===== src/rtl/rot_arb_pkg.sv =====
// rtl/rot_arb_pkg.sv - shared constants, buffer entry type and amount negation for rot_arb
// Optional right-rotate support (macro ROT_ARB_DIR_EN) uses rot_neg_amt.
package rot_arb_pkg;

    localparam int ROT_DEPTH = 2;
    localparam int ROT_N_DEFAULT = 8;

    // Buffer entry at the default width; rot_arb declares its own N-wide copy.
    typedef struct packed {
        logic                     tag;
        logic [ROT_N_DEFAULT-1:0] data;
    } rot_entry_t;

    // Right rotate by amt equals left rotate by (n - amt) mod n.
    function automatic int unsigned rot_neg_amt(input int unsigned amt, input int unsigned n);
        return (n - (amt % n)) % n;
    endfunction

endpackage


===== src/rtl/rot_core.sv =====
// rtl/rot_core.sv - combinational W-stage left rotator
module rot_core #(
    parameter int N = 8,
    parameter int W = $clog2(N)
) (
    input  logic [N-1:0] iA,
    input  logic [W-1:0] iAmt,
    output logic [N-1:0] oY
);

    logic [N-1:0] st [0:W];

    assign st[0] = iA;

    // Stage g rotates by 2**g when amount bit g is set.
    for (genvar g = 0; g < W; g++) begin : g_stage
        localparam int SH = 1 << g;
        assign st[g+1] = iAmt[g] ? ((st[g] << SH) | (st[g] >> (N - SH))) : st[g];
    end

    assign oY = st[W];

endmodule


===== src/rtl/rot_arb.sv =====
// rtl/rot_arb.sv - two-requester round-robin rotate arbiter with 2-entry output buffer
// Macro ROT_ARB_DIR_EN adds per-requester direction inputs (0=left, 1=right).
module rot_arb
    import rot_arb_pkg::*;
#(
    parameter int N = 8,
    parameter int W = $clog2(N)
) (
    input  logic         iClk,
    input  logic         iRst_n,
    input  logic         iReq0Valid,
    input  logic [N-1:0] iReq0Data,
    input  logic [W-1:0] iReq0Amt,
`ifdef ROT_ARB_DIR_EN
    input  logic         iReq0Dir,
`endif
    output logic         oReq0Ready,
    input  logic         iReq1Valid,
    input  logic [N-1:0] iReq1Data,
    input  logic [W-1:0] iReq1Amt,
`ifdef ROT_ARB_DIR_EN
    input  logic         iReq1Dir,
`endif
    output logic         oReq1Ready,
    output logic         oValid,
    output logic [N-1:0] oData,
    output logic         oTag,
    input  logic         iReady
);

    typedef struct packed {
        logic         tag;
        logic [N-1:0] data;
    } entry_t;

    entry_t     head_q, tail_q;
    logic [1:0] count_q;
    logic       last_q;

    logic       pop, space, gnt0, gnt1, push;
    logic [N-1:0] sel_data, rot_data;
    logic [W-1:0] sel_amt, rot_amt;
    entry_t     new_entry;

    assign oValid = (count_q != 2'd0);
    assign oData  = head_q.data;
    assign oTag   = head_q.tag;

    // Ready may depend on iReady: a full buffer still accepts when it pops.
    always_comb begin
        pop   = oValid & iReady;
        space = (count_q < 2'(ROT_DEPTH)) | pop;
        gnt0  = space & iReq0Valid & (~iReq1Valid | last_q);
        gnt1  = space & iReq1Valid & (~iReq0Valid | ~last_q);
        push  = gnt0 | gnt1;
    end

    assign oReq0Ready = gnt0;
    assign oReq1Ready = gnt1;

    always_comb begin
        sel_data = gnt1 ? iReq1Data : iReq0Data;
        sel_amt  = gnt1 ? iReq1Amt  : iReq0Amt;
`ifdef ROT_ARB_DIR_EN
        if (gnt1 ? iReq1Dir : iReq0Dir)
            rot_amt = W'(rot_neg_amt(32'(sel_amt), N));
        else
            rot_amt = sel_amt;
`else
        rot_amt = sel_amt;
`endif
    end

    rot_core #(.N(N), .W(W)) u_rot_core (
        .iA   (sel_data),
        .iAmt (rot_amt),
        .oY   (rot_data)
    );

    assign new_entry = '{tag: gnt1, data: rot_data};

    always_ff @(posedge iClk or negedge iRst_n) begin
        if (!iRst_n) begin
            head_q  <= '0;
            tail_q  <= '0;
            count_q <= 2'd0;
            last_q  <= 1'b1;
        end else begin
            if (push)
                last_q <= gnt1;
            case (count_q)
                2'd0: begin
                    if (push) begin
                        head_q  <= new_entry;
                        count_q <= 2'd1;
                    end
                end
                2'd1: begin
                    if (push && pop) begin
                        head_q <= new_entry;
                    end else if (push) begin
                        tail_q  <= new_entry;
                        count_q <= 2'd2;
                    end else if (pop) begin
                        count_q <= 2'd0;
                    end
                end
                default: begin
                    // A push here always comes with a pop, so count stays at 2.
                    if (pop) begin
                        head_q <= tail_q;
                        if (push)
                            tail_q <= new_entry;
                        else
                            count_q <= 2'd1;
                    end
                end
            endcase
        end
    end

endmodule

===== config.mk =====
export PLATFORM = sky130hd
export DESIGN_NAME = rot_arb
export DESIGN_NICKNAME = d
export VERILOG_FILES = /design/src/rtl/rot_arb_pkg.sv /design/src/rtl/rot_core.sv /design/src/rtl/rot_arb.sv
export SDC_FILE = /design/constraint.sdc
export NUM_CORES = 1
export LEC_CHECK = 0
export CORE_ASPECT_RATIO = 1.4
export CORE_UTILIZATION = 45
export DETAILED_ROUTE_END_ITERATION = 6
export PLACE_DENSITY = 0.78
export SETUP_SLACK_MARGIN = 0.3
export SYNTH_ARGS = -nofsm -noshare
export SYNTH_HDL_FRONTEND = slang
export SYNTH_SLANG_ARGS = --single-unit
export TNS_END_PERCENT = 20

===== constraint.sdc =====
create_clock -name iClk -period 2 [get_ports iClk]
set_input_delay 0.4 -clock iClk [delete_from_list [all_inputs] [get_ports iClk]]
set_output_delay 0.4 -clock iClk [all_outputs]
set_load 0.02 [all_outputs]

### Word-level counts from Yosys, hierarchy flattened

Cells that the tools add are included.
Widths: inputs -> output; s select.

| operators by class | value |
|---|---|
| magnitude comparators | 1 |
| eq/ne operators | 6 |
| multiplexer cells | 20 |
| bitwise gates (word level) | 16 |
| reductions and logical operators | 8 |

Operators by type and width:

| cell | count |
|---|---|
| $mux 9 | 6 |
| $pmux 9 s2 | 2 |
| $mux 8 | 4 |
| $mux 2 | 6 |
| $or 8x1->8 | 1 |
| $or 8x2->8 | 1 |
| $or 8x4->8 | 1 |
| $ne 2x2->1 const B | 3 |
| $reduce_and 3->1 | 2 |
| $and 1x1->1 | 5 |
| $reduce_and 5->1 | 1 |
| $not 1->1 | 4 |
| $or 1x1->1 | 4 |
| $pmux 2 s2 | 1 |
| $reduce_bool 2->1 | 2 |
| $mux 3 | 1 |
| $ne 3x1->1 const B | 1 |
| $ne 3x3->1 const B | 1 |
| $reduce_bool 3->1 | 1 |
| $eq 2x1->1 const B | 1 |
| $logic_not 2->1 | 1 |
| $lt 2x2->1 const B | 1 |
| $logic_and 1x1->1 | 1 |

| storage, ports and cells | value |
|---|---|
| register bits after elaboration | 21 |
| input port bits | 27 |
| output and inout port bits | 12 |
| logic and storage cells | 57 |

### Depth between registers and ports, before layout

| logic depth | value |
|---|---|
| depth after elaboration | 15 |
| depth in mapped cells | 7 |
| depth with buffers taken out | 4 |

### Hierarchy

Synthesis repeated with hierarchy kept, for this count alone.

| second synthesis, totals | value |
|---|---|
| cells, all modules | 104 |
| area total of the unflattened synthesis | 1508.9 µm² |

Modules (own cells, without submodules):

| module | times used | cells each | area each (µm²) | sequential area each (µm²) |
|---|---|---|---|---|
| rot_arb | 1 | 85 | 1182.4 | 526.8 |
| rot_core | 1 | 19 | 326.6 | 0.0 |

### Worst setup path after synthesis

No wires, ideal clock.

| timing | value |
|---|---|
| kind | input -> register |
| start point | input port iReq1Amt[1] |
| end point | register tail_q[2] in the netlist's numbering |
| setup time | 151 ps |
| arrival time | 1622 ps |
| setup slack | 226 ps |
| stages on the path | 5 |
| buffers on the path | 1 |
| cell sequence | buf_6 mux4_2 or4_1 o2111ai_2 mux2i_1 |

| on the way | value |
|---|---|
| word-level cells in the longest chain between the ends | 7 |

RTL lines:

| item | RTL line | text |
|---|---|---|
| from (decl) | rot_arb.sv:20 | `input logic [W-1:0] iReq1Amt,` |
| $mux 3 * | rot_arb.sv:63 | `sel_amt = gnt1 ? iReq1Amt : iReq0Amt;` |
| $mux 8 * | rot_core.sv:18 | `assign st[g+1] = iAmt[g] ? ((st[g] << SH) \| (st[g] >> (N - SH))) : st[g];` |
| $or 8x4->8 | rot_core.sv:18 |  |
| $mux 8 * | rot_core.sv:18 |  |
| $mux 9 * | rot_arb.sv:101, rot_arb.sv:112 |  |
| $mux 9, on equally long branches | rot_arb.sv:110, rot_arb.sv:99 |  |
| $pmux 9 s2 * | rot_arb.sv:91 | `case (count_q)` |
| to (signal assigned) | rot_arb.sv:102 | `tail_q <= new_entry;` |
| to (signal assigned) | rot_arb.sv:113 | `tail_q <= new_entry;` |
| to (decl) | rot_arb.sv:36 | `entry_t head_q, tail_q;` |

Every way passes the cells marked *; elsewhere a longest branch is shown, timed or not. The select of a mux whose other input is x is not followed.
A chain may end at the register's enable or synchronous reset.

### Worst setup path after layout

| timing | value |
|---|---|
| start point | input port iReq0Valid |
| end point | register tail_q[1] in the netlist's numbering |

| on the way | value |
|---|---|
| word-level cells in the longest chain between the ends | 13 |

RTL lines:

| item | RTL line | text |
|---|---|---|
| from (decl) | rot_arb.sv:11 | `input logic iReq0Valid,` |
| $not 1->1 | rot_arb.sv:54 | `gnt1 = space & iReq1Valid & (~iReq0Valid \| ~last_q);` |
| $or 1x1->1 | rot_arb.sv:54 |  |
| $and 1x1->1 | rot_arb.sv:54 |  |
| $mux 8 | rot_arb.sv:62 | `sel_data = gnt1 ? iReq1Data : iReq0Data;` |
| $or 8x1->8 | rot_core.sv:18 |  |
| $mux 8 | rot_core.sv:18 |  |
| $or 8x2->8 | rot_core.sv:18 |  |
| $mux 8 | rot_core.sv:18 |  |
| $or 8x4->8 | rot_core.sv:18 |  |
| $mux 8 | rot_core.sv:18 |  |
| $mux 9 | rot_arb.sv:101, rot_arb.sv:112 |  |
| $mux 9, on equally long branches | rot_arb.sv:110, rot_arb.sv:99 |  |
| $pmux 9 s2 | rot_arb.sv:91 |  |

Several ways; a longest one is shown, not always the timed one. The select of a mux whose other input is x is not followed.

==> results.yml <==
setup_path:
  worst_setup_path_end_kind: "flop"
  crit_required_ps: 2140
  reg2reg_to: "tail_q[1]"
  critPathLaunchType: "input pin"
  crit_chain: "clkdlybuf4s15_1 > a21bo_4 > buf_6 > or4_4 > o2111ai_4 > mux2i_1"
  r2r_cells: 5
  setup.worst_path.class: "in -> reg"
  cp_data_arrival_time_ps: 1800
  cpPeakStageDelay_ps: 540
  startpoint: "iReq0Valid"
  r2r_start: "last_q"
  critPathMaxFanout: 6
  cp_slowest_cell: "or4_4"
  endpoint: "tail_q[1]"
  ff2ff_setup_slack_ps: 370
layout:
  post-route-util_pct: 68.1
  layout_commonest_cell: "buf_4"
  syn2layout_area_growth_pct: 43.7
  layout-drive-gt1-share_pct: 40.9
  final_nets: 253
  antenna_cells: 0
  layout_common_cells: "buf_4, dfrtp_1, mux4_2"
synth:
  syn_area_sq_mm: 0.00173
  ys_seq_elements: 21
  yosysSeqAreaShare_pct: 30.5
  synth_cell_types: 36
  syn_inst: 159
  syn_avg_cell_area_sq_um: 10.9
  synth_fp_nets: 186
  ys_warn_count: 0
place:
  gp_congestion: 0.921
  io_buffers: 38
  post-dp-hpwl_mm: 3.38
  place_ws_ps: -390
floorplanning:
  io_pins: 39
  die_area_sq_mm: 0.00409
  rows: 26
  dieHeight_um: 75.3
  start_util_pct: 47.4
  core_area_sq_mm: 0.00364
  dieWidth_um: 54.3
timing:
  setup_violations: 0
  tns_ps: 0
  rsz0062_at_grt: "true"
  min_period_over_period_pct: 82.9
  finClkSkew_ps: 6.62
  setup_slack_ps: 342
  tightest_slew_ps: 490
  final.min_clock_period_ps: 1660
  finalHoldViolations: 0
  clock.fmax_mhz: 603
  final_max_slew_viol_count: 0
  slew_headroom_pct: 67.3
drt:
  via_count: 1664
  routed_wl_mm: 4.72
  drtAntennaViolNets: 0
  viasPerCell: 6.23
  dr.pass1.iters: 4
  drc: 0
  wire_per_inst_um: 17.7
  drt_iter0_markers: 38
cts:
  cts_buffer_depth: 2
  root_buffer: "clkbuf_8"
  cts_tree: "done"
  clkLatencyLatePin_ps: 270
  htreeDepth: 1
  cts_buffers: 3
  cts_sinks: 21
  path_clk_slew_ps: 80
worst_hold_path:
  hold_path.class: "in -> async"
global_route:
  grt_pass1_wl_mm: 7.22
  grt_start_max_net_pins: 22
  antenna_found_initial: 0
  grt_pass1_vias: 1607
  grt_use_total_pct: 24.8
  grt_overflow: 0
flow_run:
  cap_violations: 0
pwr:
  worst_ir_drop_vdd_uv: 748
  leakagePower_uw: 0.00108
  pwr_density_cell_mw_per_mm2: 926
outcome:
  status: "completed"
kinds of logic after synthesis:
kind of cell,share of synthesized area [%]
AOI/OAI and AO/OA,21.2
xor gates and xnor gates,0.508
buffers and inverters,7.54
DFF,30.5
muxes,25.7
and+or+nand+nor,14.5
power breakdown:
group / total (uW) / internal (uW) / leakage (uW) / switching, uW
clock: 286 / 142 / 0.0000228 / 144
combinational: 1250 / 638 / 0.000818 / 613
sequential: 759 / 638 / 0.000239 / 121
total: 2300 / 1420 / 0.00108 / 878
how the worst min path moves through the flow:
stage	endpoint	slack (ps)	cells past startpoint
2_1_floorplan	count_q[0]	100	0
6_report	tail_q[5]	480	2
3_3_place_gp	oTag	470	2
5_1_grt	oData[6]	510	2
4_1_cts	oData[6]	490	2
3_5_place_dp	oTag	470	2
timing repair:
item / CTS / global route
pin swaps: 6 / 2
hold buffers: 0 / 0
resized for setup: 65 / 22
endpoints found under the setup margin: 19 / 17
buffers inserted: 2 / 4
hold endpoints to repair: 0 / 0
cloned: 1 / 1
metrics by stage:
stage / instances / total power [uW] / hold slack, ps / instance area, sq um
2_1_floorplan: 159 / 1410 / 104 / 1730
3_3_place_gp: 255 / 1850 / 467 / 2310
3_5_place_dp: 255 / 1910 / 470 / 2310
4_1_cts: 262 / 2230 / 489 / 2440
5_1_grt: 267 / 2430 / 510 / 2480
6_report: 267 / 2300 / 478 / 2480
cell type report:
class | instances | area [sq um]
multi-input combinational | 112 | 1160
inverter | 11 | 41.3
tap | 42 | 52.6
clock buffer | 4 | 45.0
fill | 286 | 1160
sequential | 21 | 528
timing repair buffer | 77 | 654
registers in the layout, indices dropped and copies added (netlist names):
signal	count
tail_q	9
oData	8
last_q	1
oTag	1
count_q	2
cell usage after synthesis, drive strengths merged:
| master | n | area share (%) |
|---|---|---|
| dfrtp | 20 | 29 |
| mux4 | 16 | 21 |
| o21ai | 15 | 4.6 |
| inv | 11 | 2.4 |
| a21oi | 10 | 2.9 |
| buf | 10 | 4.0 |
| a211o | 8 | 4.1 |
| and3 | 8 | 2.9 |
| mux2i | 8 | 4.6 |
| nand4b | 8 | 4.1 |
| o2111ai | 8 | 6.2 |
| or4 | 8 | 3.5 |
| clkbuf | 5 | 1.2 |
| nor2 | 5 | 1.1 |
| nand2 | 4 | 0.87 |
| nand2b | 3 | 1.1 |
| a21bo | 1 | 0.58 |
| a21boi | 1 | 0.65 |
| a21o | 1 | 0.44 |
| a22oi | 1 | 0.44 |
| a31oi | 1 | 0.36 |
| dfstp | 1 | 1.5 |
| nand3 | 1 | 0.29 |
| nor2b | 1 | 0.36 |
| o21a | 1 | 0.44 |
| o32ai | 1 | 0.51 |
| or2 | 1 | 0.36 |
| xor2 | 1 | 0.51 |
metal layers:
metal	part of all wire (%)	GRT usage, %	vias up
li1	-	-	760
met2	56	45.8	76
met1	35	26.6	809
met4	4.7	14.0	0
met5	0	0	-
met3	3.9	2.02	19
worst max-delay path, delay by kind of cell:
family | cells | cell delay, ps
simple gates | 1 | 540
buf+inv | 2 | 380
compound gates | 2 | 360
mux | 1 | 120
(Power assumes the default switching activity.)
==> variant: new RTL, config.mk and constraints unchanged <==
`N` is set to 8 in 2 places; all go to 16.
--- a/src/rtl/rot_core.sv
+++ b/src/rtl/rot_core.sv
@@ -1,6 +1,6 @@
 // rtl/rot_core.sv - combinational W-stage left rotator
 module rot_core #(
-    parameter int N = 8,
+    parameter int N = 16,
     parameter int W = $clog2(N)
 ) (
     input  logic [N-1:0] iA,
--- a/src/rtl/rot_arb.sv
+++ b/src/rtl/rot_arb.sv
@@ -3,7 +3,7 @@
 module rot_arb
     import rot_arb_pkg::*;
 #(
-    parameter int N = 8,
+    parameter int N = 16,
     parameter int W = $clog2(N)
 ) (
     input  logic         iClk,
Ports: changed (5 resized); port bits go from 39 to 65. The function was not compared with the original's and may differ.
==> variant against the unedited design <==
- the flow now finishes with violations (setup timing)
- via count is 110% higher
- total power grew 130%
- sequential cell count increased by 16
- largest cell class unchanged
- wire length rose to 2.8 times the old value
- final cell count grew 100%
- clock power rose by 79%
- worst setup slack worse by 550 ps
- synthesized area rose by 92%
- cell area rose by 130%
==> variant: results (changes against the unedited design) <==
Sequential cell area share: 16.4% (-4.9 points). The tools report the maximum number of pins on one net before global-route repair as 38 (+73%). The tools report the final estimated routing congestion in global placement as 0.839 (-8.9%). The run gives 17 (+17) as the number of setup violations in the final report.

For this design, the slowest cell found on the critical path is nor4_2. The quantity of gates resized following cts came out at 190 (+190%). For the number of CTS-inserted buffers, the log shows 5 (+2). The biggest fanout along the worst timing path is 7 (+1). The checks that failed: setup timing. The tools report the net count of the mapped netlist as 359 (+93%).

The fraction of standard cell area in multi-input logic is 50.9% (+4.2 points). The worst-margin pin slew works out to 671 ps (+181 ps). The share of synthesized registers carrying an async set or reset is 100% (unchanged). The run gives 3.60% (+1.6 points) as the routing usage on met3. Clock-cell share of area: 1.46% (-0.36 points).

The total number of H-tree levels came out at 2 (+1). The first-pass detailed-route iteration total was 5 (+1). The share of final layout cell area taken by non-clock buffers works out to 28.0% (+1.6 points). The class of the tightest hold or removal check was flop to flop. The biggest cell delay along the critical path was 640 ps (+100 ps). The post-CTS setup-driven buffer insertion count was 15 (+13); the number of nets in the layout was 485 (+92%).

Final-layout clock buffer total: 6 (+2). The family with the most delay on the worst path was buffers and inverters. Register ranked first by flip-flop count: tail_q. The setup skew after layout came out at 4.20 ps (-2.42 ps). The run gives 57.1% (+11 points) as the global-route met2 utilization.

Routed via count divided by cell count: 6.55 (+5.1%). The logs give 7020 µm (+110%) for the placed wire-length estimate and 225 (+100%) for the multi-input logic cell count. The wire length per cell is 24.9 µm (+41%), and the flip-flop count of the largest register, all copies and words added is 17 (+8). The TritonCTS sink count is 37 (+76%). The distinct cell type count of the synthesized netlist was 35 (-2.8%).

The run gives 4620 µm (+180%) as the met1 wire length. The cell sitting at the root of the clock tree is a clkbuf_8. The count of plain and timing-repair buffers is 154 (+100%). The total routing resource utilization after global routing came out at 33.0% (+8.2 points). For the total length of routed met3 wires, the log shows 793 µm (+330%).

For the global-route wire length before repair, the log shows 19100 µm (+160%). The routed wire length on met2 was 6730 µm (+150%); the ratio of cells with drive above 1 in the final layout was 48.5% (+7.6 points). The count of port buffers added during placement is 64 (+68%), and the cell leakage power is 2.23 nW (+110%). The via count of the first global-routing pass was 3603 (+120%).

The clock insertion delay at the later pin of the skew report was 290 ps (+20 ps). The share of the yosys chip area belonging to registers came out at 28.0% (-2.5 points). Ranked by instance count, the synthesized netlist is headed by dfrtp_1 (36), a21oi_1 (35), nor4_1 (32), mux4_1 (21).

Met1 track demand over resource: 37.6% (+11 points). The run finished, with violations left. The run gives -210 ps (-552 ps) as the worst setup margin. In the post-synthesis netlist, the biggest area contributors are dfrtp_1 (27%), mux4_1 (17%), mux4_2 (6.1%).

The total of fill cells in the finished design is 395 (+38%), and the maximum vdd drop is 0.523 mV (-30%). The number of non-clock inverters in the layout was 17 (+6). Number of DRC violations after detailed-routing iteration 0: 412 (+980%).
-- variant: cell types whose count changed in the layout (fill, tap and decap cells not counted), moves of 10 or more --
cell,before,now
nor2_1,3,20
a21oi_1,10,33
buf_12,1,12
dfrtp_1,19,36
clkdlybuf4s50_1,11,21
a2111oi_4,0,16
buf_4,35,63
dlygate4sd2_1,10,29
nor4_4,0,17
-- variant: power by group --
group	internal [mW]	total [mW]	switching, mW	leakage [nW]
registers	1.12	1.34	0.222	0.420
clock network	0.242	0.513	0.271	0.0450
logic	1.59	3.38	1.78	1.77
total	2.95	5.23	2.28	2.23
-- variant: through the flow --
stage | util, % | cells | TNS, ps | setup WS, ps | area (µm²)
3_5_place_dp | 62.4 | 499 | -20190 | -783 | 4390
6_report | 80.5 | 536 | -1350 | -210 | 5650
5_1_grt | 80.5 | 536 | -2550 | -212 | 5650
4_1_cts | 77.6 | 526 | 0 | 50.0 | 5450
3_3_place_gp | 62.4 | 499 | -19120 | -672 | 4390
2_1_floorplan | - | 314 | 0 | 40.2 | 3320
-- variant: cell families (layout without fill, tap and decap cells) --
| group | count (synthesis) | count (layout) | synth area share [%] |
|---|---|---|---|
| buffers and inverters | 52 | 179 | 9.71 |
| muxes | 54 | 54 | 30.5 |
| AOI/OAI and AO/OA | 95 | 95 | 18.9 |
| and+or+nand+nor | 76 | 76 | 12.9 |
| DFF | 37 | 37 | 28.0 |
-- variant: worst paths after layout --
check / startpoint / end / slack (ps) / depth (start not counted)
hold reg to reg: oData[13] / oData[13] / 500 / 2
hold / removal: oData[13] / oData[13] / 500 / 2
max in group asynchronous: iRst_n / last_q / 1130 / 2
setup / recovery: iReq1Amt[0] / tail_q[11] / -210 / 7
setup reg to reg: last_q / tail_q[11] / -150 / 8
min in group asynchronous: iRst_n / tail_q[8] / 520 / 2
